File: src/rtl/dma_requester_if.sv
// Handshake bundle for the four-channel DMA requester.
// The err vector only exists when DMA_REQ_TIMEOUT_EN is defined.
interface dma_requester_if #(
  parameter int CNT_W = 8
);
  logic [3:0]         start;
  logic [CNT_W-1:0]   len;
  logic [3:0]         abort;
  logic [3:0]         DACK;
  logic [3:0]         DREQ;
  logic [3:0]         TC;
  logic [3:0]         busy;
  logic [4*CNT_W-1:0] rem;
`ifdef DMA_REQ_TIMEOUT_EN
  logic [3:0]         err;
`endif

  // The requester itself: takes commands and acks, drives requests and status.
  modport master (
    input  start, len, abort, DACK,
    output DREQ, TC, busy, rem
`ifdef DMA_REQ_TIMEOUT_EN
    , output err
`endif
  );

  // The surrounding controller/arbiter side.
  modport slave (
    output start, len, abort, DACK,
    input  DREQ, TC, busy, rem
`ifdef DMA_REQ_TIMEOUT_EN
    , input err
`endif
  );
endinterface

File: src/rtl/dma_requester.sv
// Four independent DMA request channels: each counts granted beats and pulses TC at the end.
// Optional DREQ-without-DACK timeout with an ERR state is enabled by defining DMA_REQ_TIMEOUT_EN.
module dma_requester #(
  parameter int CNT_W   = 8,
  parameter int TMO_CYC = 255
) (
  input  logic            clk,
  input  logic            rst_n,
  dma_requester_if.master bus
);

`ifdef DMA_REQ_TIMEOUT_EN
  typedef enum logic [1:0] {IDLE, REQ, DONE, ERR} state_t;
  localparam int TMO_W = $clog2(TMO_CYC + 1);
`else
  typedef enum logic [1:0] {IDLE, REQ, DONE} state_t;
`endif

  for (genvar i = 0; i < 4; i++) begin : g_ch
    state_t           state;
    state_t           next_state;
    logic [CNT_W-1:0] rem_q;
    logic             load;
    logic             dreq;
    logic             tc;
    logic             busy;
`ifdef DMA_REQ_TIMEOUT_EN
    logic [TMO_W-1:0] tmo_cnt;
    logic             tmo_hit;
    logic             err;

    // Hit on the cycle that would make the stall count reach TMO_CYC.
    assign tmo_hit = !bus.DACK[i] && (tmo_cnt == TMO_W'(TMO_CYC - 1));
`endif

    assign load = bus.start[i] && (bus.len != '0);

    always_ff @(posedge clk or negedge rst_n) begin
      if (!rst_n) begin
        state <= IDLE;
      end else begin
        state <= next_state;
      end
    end

    always_comb begin
      next_state = state;
      case (state)
        IDLE: if (load) next_state = REQ;
        REQ: begin
          if (bus.abort[i]) begin
            next_state = IDLE;
          end else if (bus.DACK[i] && (rem_q == CNT_W'(1))) begin
            next_state = DONE;
`ifdef DMA_REQ_TIMEOUT_EN
          end else if (tmo_hit) begin
            next_state = ERR;
`endif
          end
        end
        DONE:    next_state = IDLE;
        default: next_state = IDLE;
      endcase
    end

    always_comb begin
      dreq = 1'b0;
      tc   = 1'b0;
      busy = (state != IDLE);
`ifdef DMA_REQ_TIMEOUT_EN
      err  = (state == ERR);
`endif
      case (state)
        REQ:     dreq = 1'b1;
        DONE:    tc   = 1'b1;
        default: ;
      endcase
    end

    // Abort wins over a same-cycle ack; acks outside REQ never touch the counter.
    always_ff @(posedge clk or negedge rst_n) begin
      if (!rst_n) begin
        rem_q <= '0;
      end else begin
        case (state)
          IDLE: if (load) rem_q <= bus.len;
          REQ: begin
            if (bus.abort[i]) begin
              rem_q <= '0;
            end else if (bus.DACK[i] && (rem_q != '0)) begin
              rem_q <= rem_q - CNT_W'(1);
`ifdef DMA_REQ_TIMEOUT_EN
            end else if (tmo_hit) begin
              rem_q <= '0;
`endif
            end
          end
          default: ;
        endcase
      end
    end

`ifdef DMA_REQ_TIMEOUT_EN
    always_ff @(posedge clk or negedge rst_n) begin
      if (!rst_n) begin
        tmo_cnt <= '0;
      end else if ((state == REQ) && !bus.DACK[i] && (next_state == REQ)) begin
        tmo_cnt <= tmo_cnt + TMO_W'(1);
      end else begin
        tmo_cnt <= '0;
      end
    end

    assign bus.err[i] = err;
`endif

    assign bus.DREQ[i]                = dreq;
    assign bus.TC[i]                  = tc;
    assign bus.busy[i]                = busy;
    assign bus.rem[i*CNT_W +: CNT_W]  = rem_q;
  end

endmodule

File: src/flat_wrapper.sv
// flat-port wrapper written by rule: the top's interface ports become plain ports
module dma_requester_flat 
#(
  parameter int CNT_W   = 8,
  parameter int TMO_CYC = 255
)
  (clk, rst_n, bus_start, bus_len, bus_abort, bus_DACK, bus_DREQ, bus_TC, bus_busy, bus_rem);
  dma_requester_if #(.CNT_W(CNT_W)) bus_i ();
  input  logic clk;
  input  logic rst_n;
  input wire logic [$bits(bus_i.start)-1:0] bus_start;
  input wire logic [$bits(bus_i.len)-1:0] bus_len;
  input wire logic [$bits(bus_i.abort)-1:0] bus_abort;
  input wire logic [$bits(bus_i.DACK)-1:0] bus_DACK;
  output wire logic [$bits(bus_i.DREQ)-1:0] bus_DREQ;
  output wire logic [$bits(bus_i.TC)-1:0] bus_TC;
  output wire logic [$bits(bus_i.busy)-1:0] bus_busy;
  output wire logic [$bits(bus_i.rem)-1:0] bus_rem;
  assign bus_i.start = bus_start;
  assign bus_i.len = bus_len;
  assign bus_i.abort = bus_abort;
  assign bus_i.DACK = bus_DACK;
  assign bus_DREQ = bus_i.DREQ;
  assign bus_TC = bus_i.TC;
  assign bus_busy = bus_i.busy;
  assign bus_rem = bus_i.rem;
  dma_requester #(.CNT_W(CNT_W), .TMO_CYC(TMO_CYC)) u_core (.clk(clk), .rst_n(rst_n), .bus(bus_i));
endmodule
File: config.mk
export PLATFORM = sky130hd
export DESIGN_NAME = dma_requester_flat
export DESIGN_NICKNAME = d
export VERILOG_FILES = /design/src/rtl/dma_requester_if.sv /design/src/rtl/dma_requester.sv /design/src/flat_wrapper.sv
export SDC_FILE = /design/constraint.sdc
export NUM_CORES = 1
export LEC_CHECK = 0
export CAP_MARGIN = 20
export CORE_UTILIZATION = 30
export CTS_CLUSTER_SIZE = 30
export DETAILED_ROUTE_END_ITERATION = 12
export PLACE_DENSITY = 0.6
export SLEW_MARGIN = 20
export SYNTH_ARGS = -nofsm -noshare
export SYNTH_HDL_FRONTEND = slang
export SYNTH_SLANG_ARGS = --single-unit
File: constraint.sdc
create_clock -name clk -period 5 [get_ports clk]
set_clock_uncertainty 0.15 [all_clocks]
set_input_delay 1 -clock clk [delete_from_list [all_inputs] [get_ports clk]]
set_output_delay 1 -clock clk [all_outputs]
set_load 0.05 [all_outputs]
# == After elaboration in Yosys (flattened, before gate mapping) ==
# Index checks and enable logic that the tools add are counted.
# op_classes
reduce_logical,37
n_eq_ne,24
mux,40
addsub,4
# ops
operator,count
$mux 8,12
$pmux 8 s2,4
$reduce_bool 8->1,5
$eq 8x1->1 const B,4
$sub 8x1->8 const B,4
$mux 2,12
$ne 3x2->1 const B,8
$pmux 2 s2,4
$reduce_bool 2->1,8
$logic_and 1x1->1,12
$reduce_and 3->1,4
$eq 2x1->1 const B,4
$eq 2x2->1 const B,4
$logic_not 2->1,4
$mux 1,8
$ne 2x1->1 const B,4
$reduce_and 2->1,4
# word_totals
register_bits,40
in_bits,22
out_inout_bits,44
elab_cells,113

# == Longest topological paths before layout ==
# depth
depth_word,5
mapped_depth,7
ltp_nobuf,6

# == Worst setup path after synthesis ==
# No wires, ideal clock.
# synth_path
path_type,input to register
from,in bus_len[2]
to,reg u_core.g_ch[2].rem_q[7]
required_ns,4.722
path_stages,5
path_buffers,1
slack_ns,2.338
t_arrival_ns,2.384
setup_ns,0.128
cell_sequence,or4_4 o21ai_1 a221o_1 buf_2 mux2_1
# synth_via
elab_chain_cells,4
# synth_lines
element,line,rtl
"start, declared",flat_wrapper.sv:12,input wire logic [$bits(bus_i.len)-1:0] bus_len;
$reduce_bool 8->1,dma_requester.sv:36,assign load = bus.start[i] && (bus.len != '0);
$logic_and 1x1->1,dma_requester.sv:36,
$ne 2x1->1 (no line),--,
$reduce_and 3->1 (no line),--,
"end signal, assigned",dma_requester.sv:86,IDLE: if (load) rem_q <= bus.len;
"end signal, assigned",dma_requester.sv:91,rem_q <= rem_q - CNT_W'(1);
"end, declared",dma_requester.sv:22,logic [CNT_W-1:0] rem_q;
# Every way passes these cells.
# A chain may end at the register's enable or synchronous reset.

# == Worst setup path after layout ==
# layout_path
from,reg u_core.g_ch[3].state[1]
to,out bus_DREQ[3]
# layout_via
elab_chain_cells,2
# layout_lines
element,line,rtl
"start, declared",dma_requester.sv:20,state_t state;
"start signal, assigned",dma_requester.sv:42,state <= next_state;
$eq 2x1->1,dma_requester.sv:73,case (state)
$mux 1,dma_requester.sv:73,
"end, declared",flat_wrapper.sv:15,output wire logic [$bits(bus_i.DREQ)-1:0] bus_DREQ;
# Every way passes these cells.

==> metrics.md <==
| Metric | Value |
|---|---|
| Initial DRC count | `79` |
| Fin util | `39.77%` |
| Multi-input combinational cell area | `1638 um^2` |
| Drt total wl | `8482 um` |
| Worst min path class | `reg2reg` |
| Core area | `9284 um^2` |
| Post-synthesis cell type count | `57` |
| Portion of total power attributed to combinational logic | `58.9%` |
| Post-CTS sizing | `0` |
| P per Cell Area | `570.0 nW/um^2` |
| PnR worst setup slack | `1.616 ns` |
| Pre-Repair DR Iteration Count | `4` |
| Via count of the routed design | `2777` |
| NetSw | `0.001077 W` |
| Crit path max fanout | `12` |
| Max-slew headroom | `37.23%` |
| GRT overflow | `0` |
| Status | `completed` |
| Syn nets | `358` |
| Clock Tree Buf Depth | `2` |
| Number of synthesized flops with an enable pin | `0` |
| Final Setup Violations | `0` |
| Fill cell count | `959` |
| Antenna violations before repair | `0` |
| Setup CP Type | `reg2out` |
| GR peak layer | `met2` |
| Worst-Skew Late Latency | `0.29 ns` |
| Fin. Hold Viols | `0` |
| Async SR Flop Fraction | `100.0%` |
| Clock input transition at the sequential cells of the worst setup and hold paths | `0.09 ns` |
| Worst endpoint required time | `3.85 ns` |
| Synth Register Bits | `40` |
| P_int | `0.001027 W` |
| DR DRC count | `0` |
| H-Tree Depth | `2` |
| P&R area growth vs syn | `27.31%` |
| Final GP Congestion | `0.8442` |
| Initial core utilization | `31.24%` |
| Setup crit start kind | `flip-flop` |
| Leak | `1.519 nW` |
| DIE AREA | `10070 um^2` |
| RSZ-0062 raised after global routing | `no` |
| Sequential power share | `28.3%` |
| Post-route ant nets | `0` |
| Synthesized cell area | `2900 um^2` |
| Diode count | `0` |
| GR Util met1 | `24.60%` |
| IO Count | `66` |
| Max-capacitance violation count | `0` |
| Post-synthesis sequential area ratio | `34.51%` |
| Port bufs | `65` |
| Routed wire per std cell | `16.76 um` |
| HPWL Detailed | `6441 um` |
| Row Count | `35` |
| Largest net degree at the start of global routing | `41` |
| CTS Buf Count | `5` |
| GRT Total Usage | `17.61%` |
| Layout net count | `409` |
| Post-DP Area | `3581 um^2` |
| Max Clk Rate | `295.5 MHz` |
| Clock Sinks | `40` |
| First-pass GRT wire length | `14120 um` |
| Worst Max-Slew Pin Slew | `0.9416 ns` |
| Primary FF master, synth | `dfrtp_1` |
| Post-CTS Repair Setup Buffers | `0` |
| Register Area | `1001 um^2` |
| Post-DR vias/cell | `5.488` |
| Clk pwr share | `12.8%` |
| Setup TNS Final | `0 ns` |
| Final instance area | `3692 um^2` |
| Critical Path AT | `2.23 ns` |
| Max IR drop VDD | `277.2 uV` |
| TritonCTS clock tree | `done` |
| Fin crit share | `67.67%` |
| Grt met2 use | `28.50%` |
| Avg Cell Area, Syn | `8.924 um^2` |
| Chip height | `100.3 um` |
| Number of global-route vias before repair | `2760` |
| Grt met3 use | `3.134%` |
| Cts hold-fix bufs | `0` |
| Share of layout cells above drive strength 1 | `10.34%` |
| Max-slew violation count | `0` |
| Synth Instances | `325` |
| Chip width | `100.3 um` |
| Worst slack, placed | `1.564 ns` |
| Final min period | `3.384 ns` |
| Critical Path End Type | `output port` |
| CTS root buf | `clkbuf_8` |
| Sw Share | `51.18%` |
| Ys Warns | `0` |
-- cells by family (layout without fill, tap and decap cells) --
| family | Yosys count | in the layout | share of synthesized area [%] |
|---|---|---|---|
| flops | 40 | 40 | 34.51 |
| mux | 13 | 13 | 4.961 |
| compound gates | 91 | 91 | 24.94 |
| fa+ha+maj | 11 | 11 | 4.745 |
| simple gates | 113 | 113 | 21.83 |
| buf+inv | 57 | 109 | 9.016 |
-- final timing paths --
check / from / cells past startpoint / slack [ns] / to
max reg2reg: u_core.g_ch[2].rem_q[1]$_DFFE_PN0P_ / 6 / 2.47 / u_core.g_ch[2].rem_q[7]$_DFFE_PN0P_
min: u_core.g_ch[3].rem_q[6]$_DFFE_PN0P_ / 1 / 0.44 / u_core.g_ch[3].rem_q[6]$_DFFE_PN0P_
max: u_core.g_ch[3].state[1]$_DFFE_PN0P_ / 3 / 1.62 / bus_DREQ[3]
max in group asynchronous: rst_n / 1 / 3.41 / u_core.g_ch[2].rem_q[5]$_DFFE_PN0P_
min in group asynchronous: rst_n / 1 / 0.70 / u_core.g_ch[3].rem_q[6]$_DFFE_PN0P_
min reg2reg: u_core.g_ch[3].rem_q[6]$_DFFE_PN0P_ / 1 / 0.44 / u_core.g_ch[3].rem_q[6]$_DFFE_PN0P_
-- area by class of cell --
class                   count  share of cell area, %
multi-input cells         228                  44.36
flip-flops and latches     40                  27.11
repair buffers             65                  17.49
well taps                 129                  4.371
inverters                  36                  3.660
clock buffers               5                  1.864
clock inverters             3                  1.152
-- power groups by stage --
stage	clock network (W)	registers, W	logic (W)
3_3_place_gp	0	0.000597	0.00123
5_1_grt	0.000288	0.000619	0.00133
2_1_floorplan	0	0.000889	0.000561
4_1_cts	0.000275	0.000592	0.00124
3_5_place_dp	0	0.000596	0.00124
6_report	0.000269	0.000595	0.00124
-- synth_stat cells, drive strengths merged (6+ instances only) --
master / instances / area, um^2
dfrtp: 40 / 1001
inv: 36 / 135.1
nor2: 26 / 97.59
nand2: 18 / 67.56
a21oi: 16 / 80.08
buf: 13 / 95.09
nor3: 13 / 65.06
ha: 11 / 137.6
o221ai: 10 / 87.58
clkbuf: 8 / 31.28
mux2: 8 / 93.83
o311ai: 8 / 70.07
or3b: 7 / 61.31
or4: 7 / 67.56
a22oi: 6 / 45.04
nand3: 6 / 30.03
o21ai: 6 / 33.78
-- critical path, stage by stage, from the launching register on --
cell	delay [ns]
dfrtp_1	0.47
nand2b_1	0.38
inv_1	0.25
clkdlybuf4s50_1	0.84
-- cell usage in the layout (no fill, tap or decap), types with 3 or more instances in the layout --
cell type	n
o2bb2ai_1	3
nand2b_1	5
or3b_2	7
a221o_1	5
nand4_1	3
and2_1	5
mux2i_1	5
a2bb2oi_1	5
nor2_1	26
nand2_1	18
o221ai_1	10
o2111ai_1	3
clkbuf_8	5
or2_2	5
mux2_2	6
a221oi_1	4
dfrtp_1	40
o41ai_1	4
o22ai_1	3
o311ai_0	8
or4_1	3
clkdlybuf4s50_1	64
nor4_1	4
nor3_1	13
a22oi_1	6
nor2b_1	3
o21ai_1	4
a21oi_1	16
or4_4	4
inv_1	36
ha_1	11
or3_1	3
nand3_1	6
-- per-layer routing --
layer	up-vias	routed length [um]	share of wire [%]
li1	1324	-	-
met2	91	4026	47
met3	9	449	5.3
met1	1353	3936	46
met4	0	70	0.83
met5	-	0	0
-- state kept, by name, indices dropped and copies added, names as in the netlist --
signal and cells:
u_core.g_ch.rem_q 32, u_core.g_ch.state 8
-- metrics by stage --
step                total power, W  hold slack (ns)  instances
finish                    0.002105           0.4431        506
global route              0.002237           0.4681        506
CTS                       0.002109           0.4358        506
detailed placement        0.001833           0.4134        498
global placement          0.001826           0.4174        498
floorplan                 0.001449           0.4049        325
(Power assumes the default switching activity.)
